===== src/rtl/seq_tx_1100.sv =====
// -----------------------------------------------------------------------------
// seq_tx_1100
//
// Serial frame transmitter. A payload word is accepted over a valid/ready
// handshake and sent one bit per clock on q as:
//   sync pattern 1100, payload MSB-first with bit stuffing, 2 flush slots.
// Whenever the last three bits emitted in DATA/FLUSH are 1,1,0 the next bit is
// a forced 1. As a result, 1100 appears on the line only at a frame start.
//
// Ports
//   clk       rising-edge clock
//   rst       asynchronous, active-low reset
//   tx_data   payload word, sampled on the accept edge
//   tx_valid  payload word available
//   tx_ready  block can accept a word (IDLE and out of reset)
//   q         serial line, registered
//   busy      a frame (SYNC/DATA/FLUSH) is being driven on q
//   sync_flag current q bit is a sync bit
//   stuffed   current q bit is a stuffed bit
// -----------------------------------------------------------------------------
module seq_tx_1100 #(
  parameter int W = 8
) (
  input  logic         clk,
  input  logic         rst,
  input  logic [W-1:0] tx_data,
  input  logic         tx_valid,
  output logic         tx_ready,
  output logic         q,
  output logic         busy,
  output logic         sync_flag,
  output logic         stuffed
);

  localparam int CW = (W > 2) ? $clog2(W) : 1;

  // The state names the phase of the bit currently shown on q.
  typedef enum logic [1:0] {
    S_IDLE  = 2'd0,
    S_SYNC  = 2'd1,
    S_DATA  = 2'd2,
    S_FLUSH = 2'd3
  } state_t;

  state_t         state_q, state_d;
  logic [1:0]     sync_idx_q, sync_idx_d;   // index of the sync bit on q
  logic [W-1:0]   shreg_q, shreg_d;         // remaining payload, MSB next
  logic [CW-1:0]  left_q, left_d;           // payload bits still to send
  logic           flush_idx_q, flush_idx_d; // flush slot on q (0 or 1)
  logic [2:0]     hist_q, hist_d;           // last 3 DATA/FLUSH bits, newest in [0]
  logic           line_q, line_d;
  logic           busy_q, busy_d;
  logic           sync_q, sync_d;
  logic           stuff_q, stuff_d;

  logic           force_one;

  // Last three emitted bits were 1,1,0: another 0 would complete 1100.
  assign force_one = (hist_q == 3'b110);

  always_comb begin
    state_d     = state_q;
    sync_idx_d  = sync_idx_q;
    shreg_d     = shreg_q;
    left_d      = left_q;
    flush_idx_d = flush_idx_q;
    hist_d      = hist_q;
    line_d      = 1'b0;
    busy_d      = 1'b0;
    sync_d      = 1'b0;
    stuff_d     = 1'b0;

    case (state_q)
      S_IDLE: begin
        hist_d = 3'b000;
        if (tx_valid) begin
          state_d    = S_SYNC;
          shreg_d    = tx_data;
          sync_idx_d = 2'd0;
          line_d     = 1'b1;
          busy_d     = 1'b1;
          sync_d     = 1'b1;
        end
      end

      S_SYNC: begin
        busy_d = 1'b1;
        if (sync_idx_q != 2'd3) begin
          sync_idx_d = sync_idx_q + 2'd1;
          // Pattern 1,1,0,0: only the bit after index 0 is still a 1.
          line_d     = (sync_idx_q == 2'd0);
          sync_d     = 1'b1;
        end else begin
          // First payload bit; history starts empty so it is never stuffed.
          state_d = S_DATA;
          line_d  = shreg_q[W-1];
          shreg_d = {shreg_q[W-2:0], 1'b0};
          left_d  = CW'(W - 1);
          hist_d  = {2'b00, shreg_q[W-1]};
        end
      end

      S_DATA: begin
        busy_d = 1'b1;
        if (left_q == '0) begin
          // Payload exhausted: first flush slot, forced to 1 if needed.
          state_d     = S_FLUSH;
          flush_idx_d = 1'b0;
          line_d      = force_one;
          stuff_d     = force_one;
        end else if (force_one) begin
          // Stuffed bit: payload is not consumed.
          line_d  = 1'b1;
          stuff_d = 1'b1;
        end else begin
          line_d  = shreg_q[W-1];
          shreg_d = {shreg_q[W-2:0], 1'b0};
          left_d  = left_q - CW'(1);
        end
        hist_d = {hist_q[1:0], line_d};
      end

      S_FLUSH: begin
        if (!flush_idx_q) begin
          busy_d      = 1'b1;
          flush_idx_d = 1'b1;
          line_d      = force_one;
          stuff_d     = force_one;
          hist_d      = {hist_q[1:0], line_d};
        end else begin
          state_d = S_IDLE;
          hist_d  = 3'b000;
        end
      end

      default: begin
        state_d = S_IDLE;
      end
    endcase
  end

  always_ff @(posedge clk or negedge rst) begin
    if (!rst) begin
      state_q     <= S_IDLE;
      sync_idx_q  <= 2'd0;
      shreg_q     <= '0;
      left_q      <= '0;
      flush_idx_q <= 1'b0;
      hist_q      <= 3'b000;
      line_q      <= 1'b0;
      busy_q      <= 1'b0;
      sync_q      <= 1'b0;
      stuff_q     <= 1'b0;
    end else begin
      state_q     <= state_d;
      sync_idx_q  <= sync_idx_d;
      shreg_q     <= shreg_d;
      left_q      <= left_d;
      flush_idx_q <= flush_idx_d;
      hist_q      <= hist_d;
      line_q      <= line_d;
      busy_q      <= busy_d;
      sync_q      <= sync_d;
      stuff_q     <= stuff_d;
    end
  end

  // Gated by rst so the block never advertises readiness while held in reset.
  assign tx_ready  = (state_q == S_IDLE) && rst;
  assign q         = line_q;
  assign busy      = busy_q;
  assign sync_flag = sync_q;
  assign stuffed   = stuff_q;

endmodule

===== config.mk =====
export PLATFORM = sky130hd
export DESIGN_NAME = seq_tx_1100
export DESIGN_NICKNAME = d
export VERILOG_FILES = /design/src/rtl/seq_tx_1100.sv
export SDC_FILE = /design/constraint.sdc
export NUM_CORES = 1
export LEC_CHECK = 0
export CAP_MARGIN = 5
export CORE_MARGIN = 2
export CORE_UTILIZATION = 40
export CTS_BUF_LIST = sky130_fd_sc_hd__clkbuf_16
export DETAILED_ROUTE_END_ITERATION = 8
export SLEW_MARGIN = 20
export SYNTH_ARGS = -nofsm -noshare
export SYNTH_HDL_FRONTEND = slang
export SYNTH_SLANG_ARGS = --single-unit

===== constraint.sdc =====
create_clock -name clk -period 3 [get_ports clk]
set_clock_uncertainty 0.1 [all_clocks]
set_input_delay 0.3 -clock clk [delete_from_list [all_inputs] [get_ports clk]]
set_output_delay 0.3 -clock clk [all_outputs]
set_load 0.01 [all_outputs]

# Word level (Yosys, flattened, before mapping)
# Index checks and enable logic that the tools add are counted.
# totals
register_bits	23
inputBits	11
output_inout_bits	5
wordCells	73
# op_classes
add_sub_neg	2
n_reduce_logical	14
eq_ne	12
mux	35
# ops
operator	n
two-way mux 8 bit	4
case mux 8 bit (3 select lines)	1
!= test 2 bit, second input constant	8
two-way mux 3 bit	5
two-way mux 2 bit	6
case mux 3 bit (4 select lines)	1
two-way mux 1 bit	10
case mux 2 bit (4 select lines)	1
AND reduction 4 bit	2
case mux 1 bit (2 select lines)	3
case mux 3 bit (2 select lines)	1
nonzero test 2 bit	3
AND reduction 5 bit	1
== test 2 bit, second input constant	2
zero test 2 bit	2
case mux 1 bit (4 select lines)	1
case mux 2 bit (2 select lines)	1
== test 3 bit, second input constant	1
zero test 3 bit	1
case mux 1 bit (3 select lines)	1
AND reduction 3 bit	1
nonzero test 3 bit	1
subtractor 3 x 1 -> 3 bit, second input constant	1
adder 2 x 1 -> 2 bit, second input constant	1
other kinds (4)	4

# Longest topological paths before layout
# Gate-level depths: netlist (run 1).
# logic_depth
depth_word	4
depth_mapped	7
depth_no_buf	7

# Worst setup path before layout (run 1)
# OpenSTA, ideal clock, no wires.
# synth_path
path_type	flip-flop to flip-flop
startpoint	register state_q[0]
endpoint	register shreg_q[0]
arrival_ns	1.666
stages_incl_launch_ff	7
n_path_buf	1
synth_period_minus_slack_ns	1.891
t_required_ns	2.775
setup_time_ns	0.125
path_slack_ns	1.109
cell_sequence	dfrtp_1 -> inv_1 -> ha_1 -> buf_6 -> or2_4 -> o2111ai_4 -> mux2_2
# synth_between
elab_chain_cells	3
word_cells_on_any_way	10
cone_classes	eq/ne: 6; mux: 1; reduce/logical: 3
# synth_rtl
element	line	text
start, declared	45	state_t state_q, state_d;
start signal, assigned	155	state_q <= state_d;
== test 2 bit (tied with other cells)	73	case (state_q)
!= test 2 bit (no source line) or nonzero test 3 bit (tied branches)	n/a	
AND reduction 5 bit (no source line)	n/a	
end signal, assigned	157	shreg_q <= shreg_d;
end, declared	47	logic [W-1:0] shreg_q, shreg_d;
# Parallel ways exist; a longest one is shown, timed or not.
# A chain may end at the register's enable or synchronous reset.

# Worst setup path in the final report (run 1)
# layout_path
startpoint	register state_q[0]
endpoint	output port tx_ready
# layout_between
elab_chain_cells	2
# layout_rtl
element	line	text
zero test 2 bit	169	assign tx_ready = (state_q == S_IDLE) && rst;
logical AND 1 bit	169	
end, declared	28	output logic tx_ready,
# No other way between the ends.

==> results.md, run 1 <==
Worst setup path:
- Of all nets on the critical path, the largest fanout is 6.
- The kind of critical path is reg2out.
- The worst register-to-register path has a depth of 5.
- STA classifies the critical path startpoint as a flip-flop.
- The worst setup path startpoint is state_q[0].
- The worst-path cell with the longest stage delay is sky130_fd_sc_hd__clkdlybuf4s50_1.
- In this run the critical register-to-register path is captured at shreg_q[4].
- The category of the worst setup path capture point is a primary output.
- The critical path data arrival time is 1830 ps.
- The delay of the slowest cell on the worst path is 540 ps.
- The register-to-register setup slack is 900 ps.
- The signal on the critical path passes through inv_1 > ha_1 > and2_1 > clkdlybuf4s50_1.
- The origin of the critical flop-to-flop path is state_q[0].
- Data on the critical path is required at its endpoint by 2600 ps.

Final layout:
- The number of fill cells is 286.
- In the final design database the tool counted 153 nets.
- The share of the core filled with cells in the final layout is 50.7%.
- Of the cells placed in the final design, the portion with a size suffix greater than 1 is 21.2%.
- The register area is 576 sq um.
- In the final layout, the multi-input gates occupy 663 sq um.
- The post-synthesis to final-layout area growth is 20.5%.
- The repair_antennas step left the layout with diodes totalling 0.

Placed design:
- The final estimated routing congestion in global placement is 0.796.
- Detailed placement finished with a half-perimeter wire length of 1.77 mm.
- The number of port buffers is 15.

STA:
- The final number of setup-violating endpoints is 0.
- The worst pin sits at a relative slew slack of 68.6%.
- The worst-margin pin slew is 464 ps.
- Setup total negative slack on the finished layout was measured at 0 ps.
- The number of hold violations in the final report was 0.
- Setup repair after global routing left no endpoint under its margin.
- The number of slew-limit violations in the final report is 0.
- For this run, the top clock speed supported by timing is 0.448 GHz.
- In the finished design, the share of the clock period the worst path needs comes to 74.5%.
- The clock period could shrink to 2230 ps.

Yosys:
- Of all flip-flops after synthesis, the portion carrying an async set or reset was 100%.
- The library cell with the highest instance count after synthesis is sky130_fd_sc_hd__dfrtp_1.
- Of the total synthesized cell area, the portion taken by full adders, half adders and majority gates is 8.70%.
- Yosys attributes the largest share of cell area to sky130_fd_sc_hd__dfrtp_1 (44%), sky130_fd_sc_hd__mux2_2 (14%), sky130_fd_sc_hd__ha_1 (8.7%).
- Sorting the synthesized cells by how often they occur yields sky130_fd_sc_hd__dfrtp_1 (23), sky130_fd_sc_hd__mux2_2 (16), sky130_fd_sc_hd__nand2_1 (10), sky130_fd_sc_hd__ha_1 (9).
- In this run, distinct cell masters in the synthesized netlist total 34.
- Counting every instance in the synthesized netlist gives 115.
- The fraction of post-synthesis cell area in the top cell type by area is 44.4%.
- After synthesis, the share of cell area in mux cells is 14.7%.
- The synthesized flop and latch total is 23.
- The number of flops mapped to enable cells by yosys is 0.
- The average instance area after synthesis is 11.3 sq um.
- The post-synth net total is 135.
- The area of the mapped netlist is 1290 sq um.
- The combinational family with the most area after synthesis is multiplexers.
- The largest area contributor in the netlist is sky130_fd_sc_hd__dfrtp_1.
- The simple-gate portion of the synthesized area is 13.7%.
- The xor/xnor share of the synthesized area is 0%.
- The Yosys step of the flow raised 0 warnings.
- The share of the Yosys chip area taken by registers is 44.4%.
- Summing the areas of all compound-gate instances in the mapped netlist gives 14.1% of the synthesized area.
- The prevailing post-synth register cell is sky130_fd_sc_hd__dfrtp_1.

Global routing:
- Global routing consumed, on the met1 layer, 17.8% of the routing resources.
- The global routing stage identified its most utilized layer as met2.
- The global-route total usage across every layer is 15.6%.
- The via count of the first global-routing pass is 955.
- Entering global routing, the biggest net connects 24 pins.
- The initial antenna violation count was 0.
- In the global route stage, met3 resource usage came out at 2.56%.
- The first-pass GRT wire length is 4.15 mm.
- The total overflow left after global routing is 0.
- In the global route stage, met2 resource usage came out at 27.6%.

Die:
- The overall die height is 60.9 um.
- Once the floorplan was initialized, standard cells occupied 42.1% of the core.
- The top-level I/O count is 16.
- The die covers 3710 sq um.
- From left edge to right edge, the die measures 60.9 um.
- The initialized floorplan defines 20 standard-cell rows.
- The core footprint is 3080 sq um.

Power and ir drop:
- The internal power is 1.10 mW.
- The maximum vdd drop is 0.000443 V.
- For this design the ratio of total power to cell area is 1100 nW/um^2.
- The leakage power total is 0.710 nW.
- The portion of total power attributed to sequential cells is 30.5%.
- The switching fraction of total power is 35.7%.
- The clock network fraction of design power is 16.7%.
- The power spent charging and discharging nets is 613 uW.
- Of the total power, combinational logic draws 52.9%.

Min path:
- The tightest min-delay check is of the in2async type.

Route:
- The final routed wirelength across all metal layers is 2.37 mm.
- After detailed routing, the average wire length per cell comes to 13.4 um.
- The average via count per standard cell is 5.22.
- The total DRC errors in the routed layout is 0.
- For this block, the initial DRC count from the detailed router was 41.
- The first detailed-routing pass took 4 iterations.
- The antenna violation net count after detailed routing is 0.
- Across all layers, the routed design uses 919 vias.

Clocking:
- The number of levels in the clock H-tree is 1.
- For the worst-skew pair, the clock arrives at the later sink with an insertion delay of 260 ps.
- The sink count of the clock tree is 23.
- The TritonCTS clock tree is done.
- After clock tree synthesis, the flow added hold-fix buffers numbering 0.
- The clock tree root buffer cell is sky130_fd_sc_hd__clkbuf_16.
- The post-CTS clock slew at the launch and capture registers of the worst setup and hold paths is 60 ps.
- After clock tree synthesis, the setup repair step added 0 buffers.
- The maximum number of buffers from clock root to sink is 2.
- The number of buffers created by CTS is 3.
- The post-cts gate resize count is 0.

Job:
- Across the run, the number of max-cap violations was 0.

Status:
- The flow ran to the end, and the final reports show no timing, DRC or antenna violations.
sequential cells by signal, indices dropped and copies added, names as in the netlist:
| register | count |
|---|---|
| busy | 1 |
| flush_idx_q | 1 |
| hist_q | 3 |
| left_q | 3 |
| q | 1 |
| shreg_q | 8 |
| state_q | 2 |
| stuffed | 1 |
| sync_flag | 1 |
| sync_idx_q | 2 |
final cells by class:
type | count | area share, %
Clock buffer | 3 | 4.81
Clock inverter | 1 | 0.241
Inverter | 8 | 1.92
Multi-Input combinational cell | 81 | 42.5
Sequential cell | 23 | 36.9
Tap cell | 44 | 3.53
Timing Repair Buffer | 16 | 10.1
power groups by stage:
stage	Combinational, mW	Clock [mW]	Sequential [mW]
finish	0.907	0.286	0.523
global route	1.02	0.309	0.542
CTS	0.924	0.297	0.524
detailed placement	0.918	0	0.530
global placement	0.895	0	0.522
floorplan	0.724	0	0.519
worst max path at each step:
stage | endpoint | slack, ps | cells past startpoint
2_1_floorplan | shreg_q[0] | 1110 | 6
3_3_place_gp | shreg_q[2] | 910 | 5
3_5_place_dp | shreg_q[4] | 900 | 5
4_1_cts | tx_ready | 740 | 4
5_1_grt | tx_ready | 640 | 4
6_report | tx_ready | 770 | 4
metrics by stage:
stage | setup slack [ps] | power [mW] | hold WS (ps) | instances | cell area, sq um
finish | 765 | 1.72 | 326 | 176 | 1560
global route | 642 | 1.87 | 365 | 176 | 1560
CTS | 741 | 1.74 | 341 | 176 | 1560
detailed placement | 897 | 1.45 | 376 | 172 | 1480
global placement | 915 | 1.42 | 372 | 172 | 1480
floorplan | 1110 | 1.24 | -95.6 | 115 | 1290
critical path: cells and delay by family (launching register included):
family                     cells  cell delay [ps]
adders and majority gates      1              330
buffers and inverters          2              680
DFF                            1              410
and+or+nand+nor                1              170
kinds of logic after synthesis:
group / count (synthesis)
fa+ha+maj: 9
flops: 23
mux: 17
compound gates: 24
simple gates: 31
buf+inv: 11
cell usage in the layout, fill, tap and decap left out, types with 2 or more instances in the layout:
master                            instances
sky130_fd_sc_hd__ha_1                     9
sky130_fd_sc_hd__o21ai_0                  8
sky130_fd_sc_hd__nand2b_1                 2
sky130_fd_sc_hd__clkbuf_16                3
sky130_fd_sc_hd__and2b_2                  2
sky130_fd_sc_hd__a31oi_1                  2
sky130_fd_sc_hd__dfrtp_1                 23
sky130_fd_sc_hd__inv_1                    9
sky130_fd_sc_hd__mux2_2                  16
sky130_fd_sc_hd__nor2_1                   5
sky130_fd_sc_hd__clkdlybuf4s50_1         15
sky130_fd_sc_hd__a21oi_1                  3
sky130_fd_sc_hd__nor3_1                   2
sky130_fd_sc_hd__nor2b_1                  2
sky130_fd_sc_hd__and3_2                   2
sky130_fd_sc_hd__nand2_1                 10
routing by layer:
metal	vias up	routed length (um)
li1	440	-
met3	6	107
met5	-	0
met4	0	57
met1	448	979
met2	25	1220
Power figures use the tool's default switching activity.
==> run 2: changes to the inputs <==
==> constraint.sdc (replaced) <==
create_clock -name clk -period 2.1 [get_ports clk]
set_clock_uncertainty 0.1 [all_clocks]
set_input_delay 0.21 -clock clk [delete_from_list [all_inputs] [get_ports clk]]
set_output_delay 0.21 -clock clk [all_outputs]
set_load 0.01 [all_outputs]
==> results.md, run 2 (synthesis gave the netlist of run 1 again) <==
Final layout:
- In the layout the commonest cells are sky130_fd_sc_hd__dfrtp_1 (23), sky130_fd_sc_hd__mux2_2 (16), sky130_fd_sc_hd__clkdlybuf4s50_1 (15), sky130_fd_sc_hd__nand2_1 (10).
- The total non-filler cell area in the finished layout is 1600 sq um (+2.7%).
- The antenna diode count was 0 (unchanged).
- In the final layout, the registers with the most flip-flops are shreg_q (8), hist_q (3), left_q (3).
- The post-synthesis to final-layout area growth is 23.8%.
- The total number of nets in the final design is 156 (+2.0%).
- The number of flip-flops under the largest register name is 8 (unchanged).
- The most frequent standard cell in the layout excluding fill and tap cells is sky130_fd_sc_hd__dfrtp_1.
- The number of fill cells is 272 (-4.9%).
- The ratio of cells with drive above 1 in the final layout was 25.2% (+4.0 points).
- Ranked by flip-flop count, first place goes to shreg_q.

Worst setup path:
- The register-to-register setup slack is 120 ps (-780 ps).
- The most critical setup path has its startpoint at state_q[0].
- The destination of the worst register-to-register timing path is shreg_q[5].
- The end point of the critical path is tx_ready.
- On the critical path, the stage with the largest delay is an instance of sky130_fd_sc_hd__clkdlybuf4s50_1.
- The delay of the slowest cell on the worst path is 520 ps (-20 ps).
- The signal on the critical path passes through inv_1 > ha_4 > and2_1 > clkdlybuf4s50_1.
- The required time of the critical path was 1790 ps (-810 ps).
- STA classifies the critical path startpoint as a flip-flop.
- The logic depth of the worst register-to-register path is 5 (unchanged).
- The category of the worst setup path capture point is a primary output.
- The peak fanout along the critical path came to 6 (unchanged).
- The critical path data arrival time is 1670 ps (-160 ps).
- The count of buffering cells on the critical path with inverters included is 2 (unchanged).
- The kind of critical path is reg2out.
- The largest delay contributor family on the critical path is buffers and inverters.
- The origin of the critical flop-to-flop path is state_q[1].
- The count of cell instances traversed by the critical path came to 4 (unchanged).

STA:
- The worst path in the final design needs a cycle of 1980 ps, including I/O delays and setup.
- The fraction of the cycle the final worst path needs is 94.5%.
- The number of slew-limit violations in the final report was 0 (unchanged).
- The setup TNS after final layout is 0 ps (unchanged).
- Static timing analysis puts the maximum clock frequency at 0.504 GHz.
- The worst-margin pin slew was 346 ps (-118 ps).
- The final number of setup-violating endpoints came to 0 (unchanged).
- Setup repair after global routing left no endpoint under its margin.
- The number of hold violations in the final report is 0 (unchanged).
- The headroom to the max-slew limit is 76.9% (+8.3 points).
- The post-route worst hold slack is 222 ps (-105 ps).

Die:
- The top-level I/O count came to 16 (unchanged).
- The core footprint is 3080 sq um (unchanged).
- The row count is 20 (unchanged).
- The width of the die was 60.9 um (unchanged).
- The overall die height is 60.9 um (unchanged).
- The area of the die is 3710 sq um (unchanged).
- The initial core utilization is 42.1% (unchanged).

Clocking:
- The maximum number of buffers from clock root to sink was 2 (unchanged).
- The number of levels in the clock H-tree is 1 (unchanged).
- The sink count of the clock tree is 23 (unchanged).
- The post-CTS setup-driven buffer insertion count came to 0 (unchanged).
- The number of hold buffers added after cts came to 0 (unchanged).
- The number of buffers created by CTS came to 3 (unchanged).
- The clock tree root buffer cell is sky130_fd_sc_hd__clkbuf_16.
- The clock latency of the later-clocked register in the worst-skew pair was 260 ps (about the same).
- The post-CTS clock slew at the launch and capture registers of the worst setup and hold paths came to 60 ps (about the same).
- The post-cts gate resize count is 1 (+1).
- The TritonCTS clock tree is done.

Route:
- The total number of vias is 884 (-3.8%).
- The final routed wirelength across all metal layers was 2.24 mm (-5.4%).
- The antenna violation net count after detailed routing is 0 (unchanged).
- The violation count after the first detailed-route iteration is 63 (+54%).
- The wire length per cell is 12.5 um (-7.0%).
- The number of iterations in the first detailed-routing pass is 4 (unchanged).
- The average via count per standard cell is 4.94 (-5.4%).
- The total DRC errors in the routed layout was 0 (unchanged).

Placed design:
- The area after detailed placement was 1500 sq um (+1.5%).
- The HPWL after detailed placement is 1.72 mm (-2.7%).
- The number of port buffers is 15 (unchanged).
- The final estimated routing congestion in global placement is 0.806 (+1.4%).

Power and ir drop:
- The clock network fraction of design power was 16.3% (-0.4 points).
- The power spent charging and discharging nets is 879 uW (+43%).
- The power share of the combinational group was 54.0% (+1.1 points).
- The portion of total power attributed to sequential cells is 29.7% (-0.8 points).
- The maximum vdd drop was 0.000775 V (+75%).
- The ratio of total power to cell area came to 1580 nW/um^2 (+43%).
- The leakage power total came to 0.727 nW (+2.3%).
- The internal power was 1.65 mW (+49%).
- The overall power of the completed layout is 2.52 mW (+47%).
- The switching fraction of total power is 34.8% (-0.91 points).

Min path:
- In this run the worst hold path is classified as in2async.

Status:
- The flow ran to the end, and the final reports show no timing, DRC or antenna violations.

Global routing:
- The via count of the first global-routing pass is 960 (+0.52%).
- The remaining global-route overflow was 0 (unchanged).
- The initial antenna violation count is 0 (unchanged).
- The maximum number of pins on one net before global-route repair is 24 (unchanged).
- The first-pass GRT wire length is 4.04 mm (-2.6%).
- The global-route total usage across every layer came to 15.0% (-0.60 points).

Job:
- The number of maximum-capacitance constraint violations was 0 (unchanged).
## run 2: cell types whose count changed in the layout (fill, tap and decap cells not counted), sizes merged
cell,change
inv,-1
buf,+3
clkinv,+1
## run 2: cell type report
class	count	area [sq um]	share of cell area, %
Multi-Input combinational cell	81	682	42.5
Sequential cell	23	576	35.9
Clock buffer	3	75.1	4.68
Tap cell	44	55.1	3.43
Clock inverter	1	5.00	0.312
Timing Repair Buffer	19	180	11.2
Inverter	8	30.0	1.87
## run 2: worst min-delay path by stage
stage,from,to,slack [ps],depth (start not counted)
floorplan,rst,busy,-190,0
global placement,hist_q[2],hist_q[2],360,2
detailed placement,hist_q[2],hist_q[2],380,2
CTS,rst,sync_idx_q[1],240,2
global route,rst,sync_idx_q[1],260,2
finish,rst,sync_idx_q[1],220,2
## run 2: per-layer routing
| metal | GRT usage [%] | up-vias | wire (um) |
|---|---|---|---|
| met1 | 17.5 | 421 | 1040 |
| met4 | 9.32 | 0 | 48 |
| met2 | 25.0 | 12 | 1090 |
| met3 | 2.99 | 4 | 57 |
| met5 | 0 | - | 0 |
| li1 | - | 447 | - |
## run 2: power by group through the flow
stage	clock network, mW	logic (mW)	registers, mW
6_report	0.411	1.36	0.749
3_5_place_dp	0	1.32	0.756
4_1_cts	0.419	1.34	0.749
5_1_grt	0.438	1.53	0.775
2_1_floorplan	0	1.03	0.741
3_3_place_gp	0	1.29	0.747
## run 2: metrics by stage
stage,setup WS (ps),utilization (%),instances
detailed placement,26.5,48.9,175
global placement,-28.5,48.9,175
finish,116,52.1,179
global route,15.2,52.1,179
floorplan,209,-,115
CTS,7.22,51.5,179
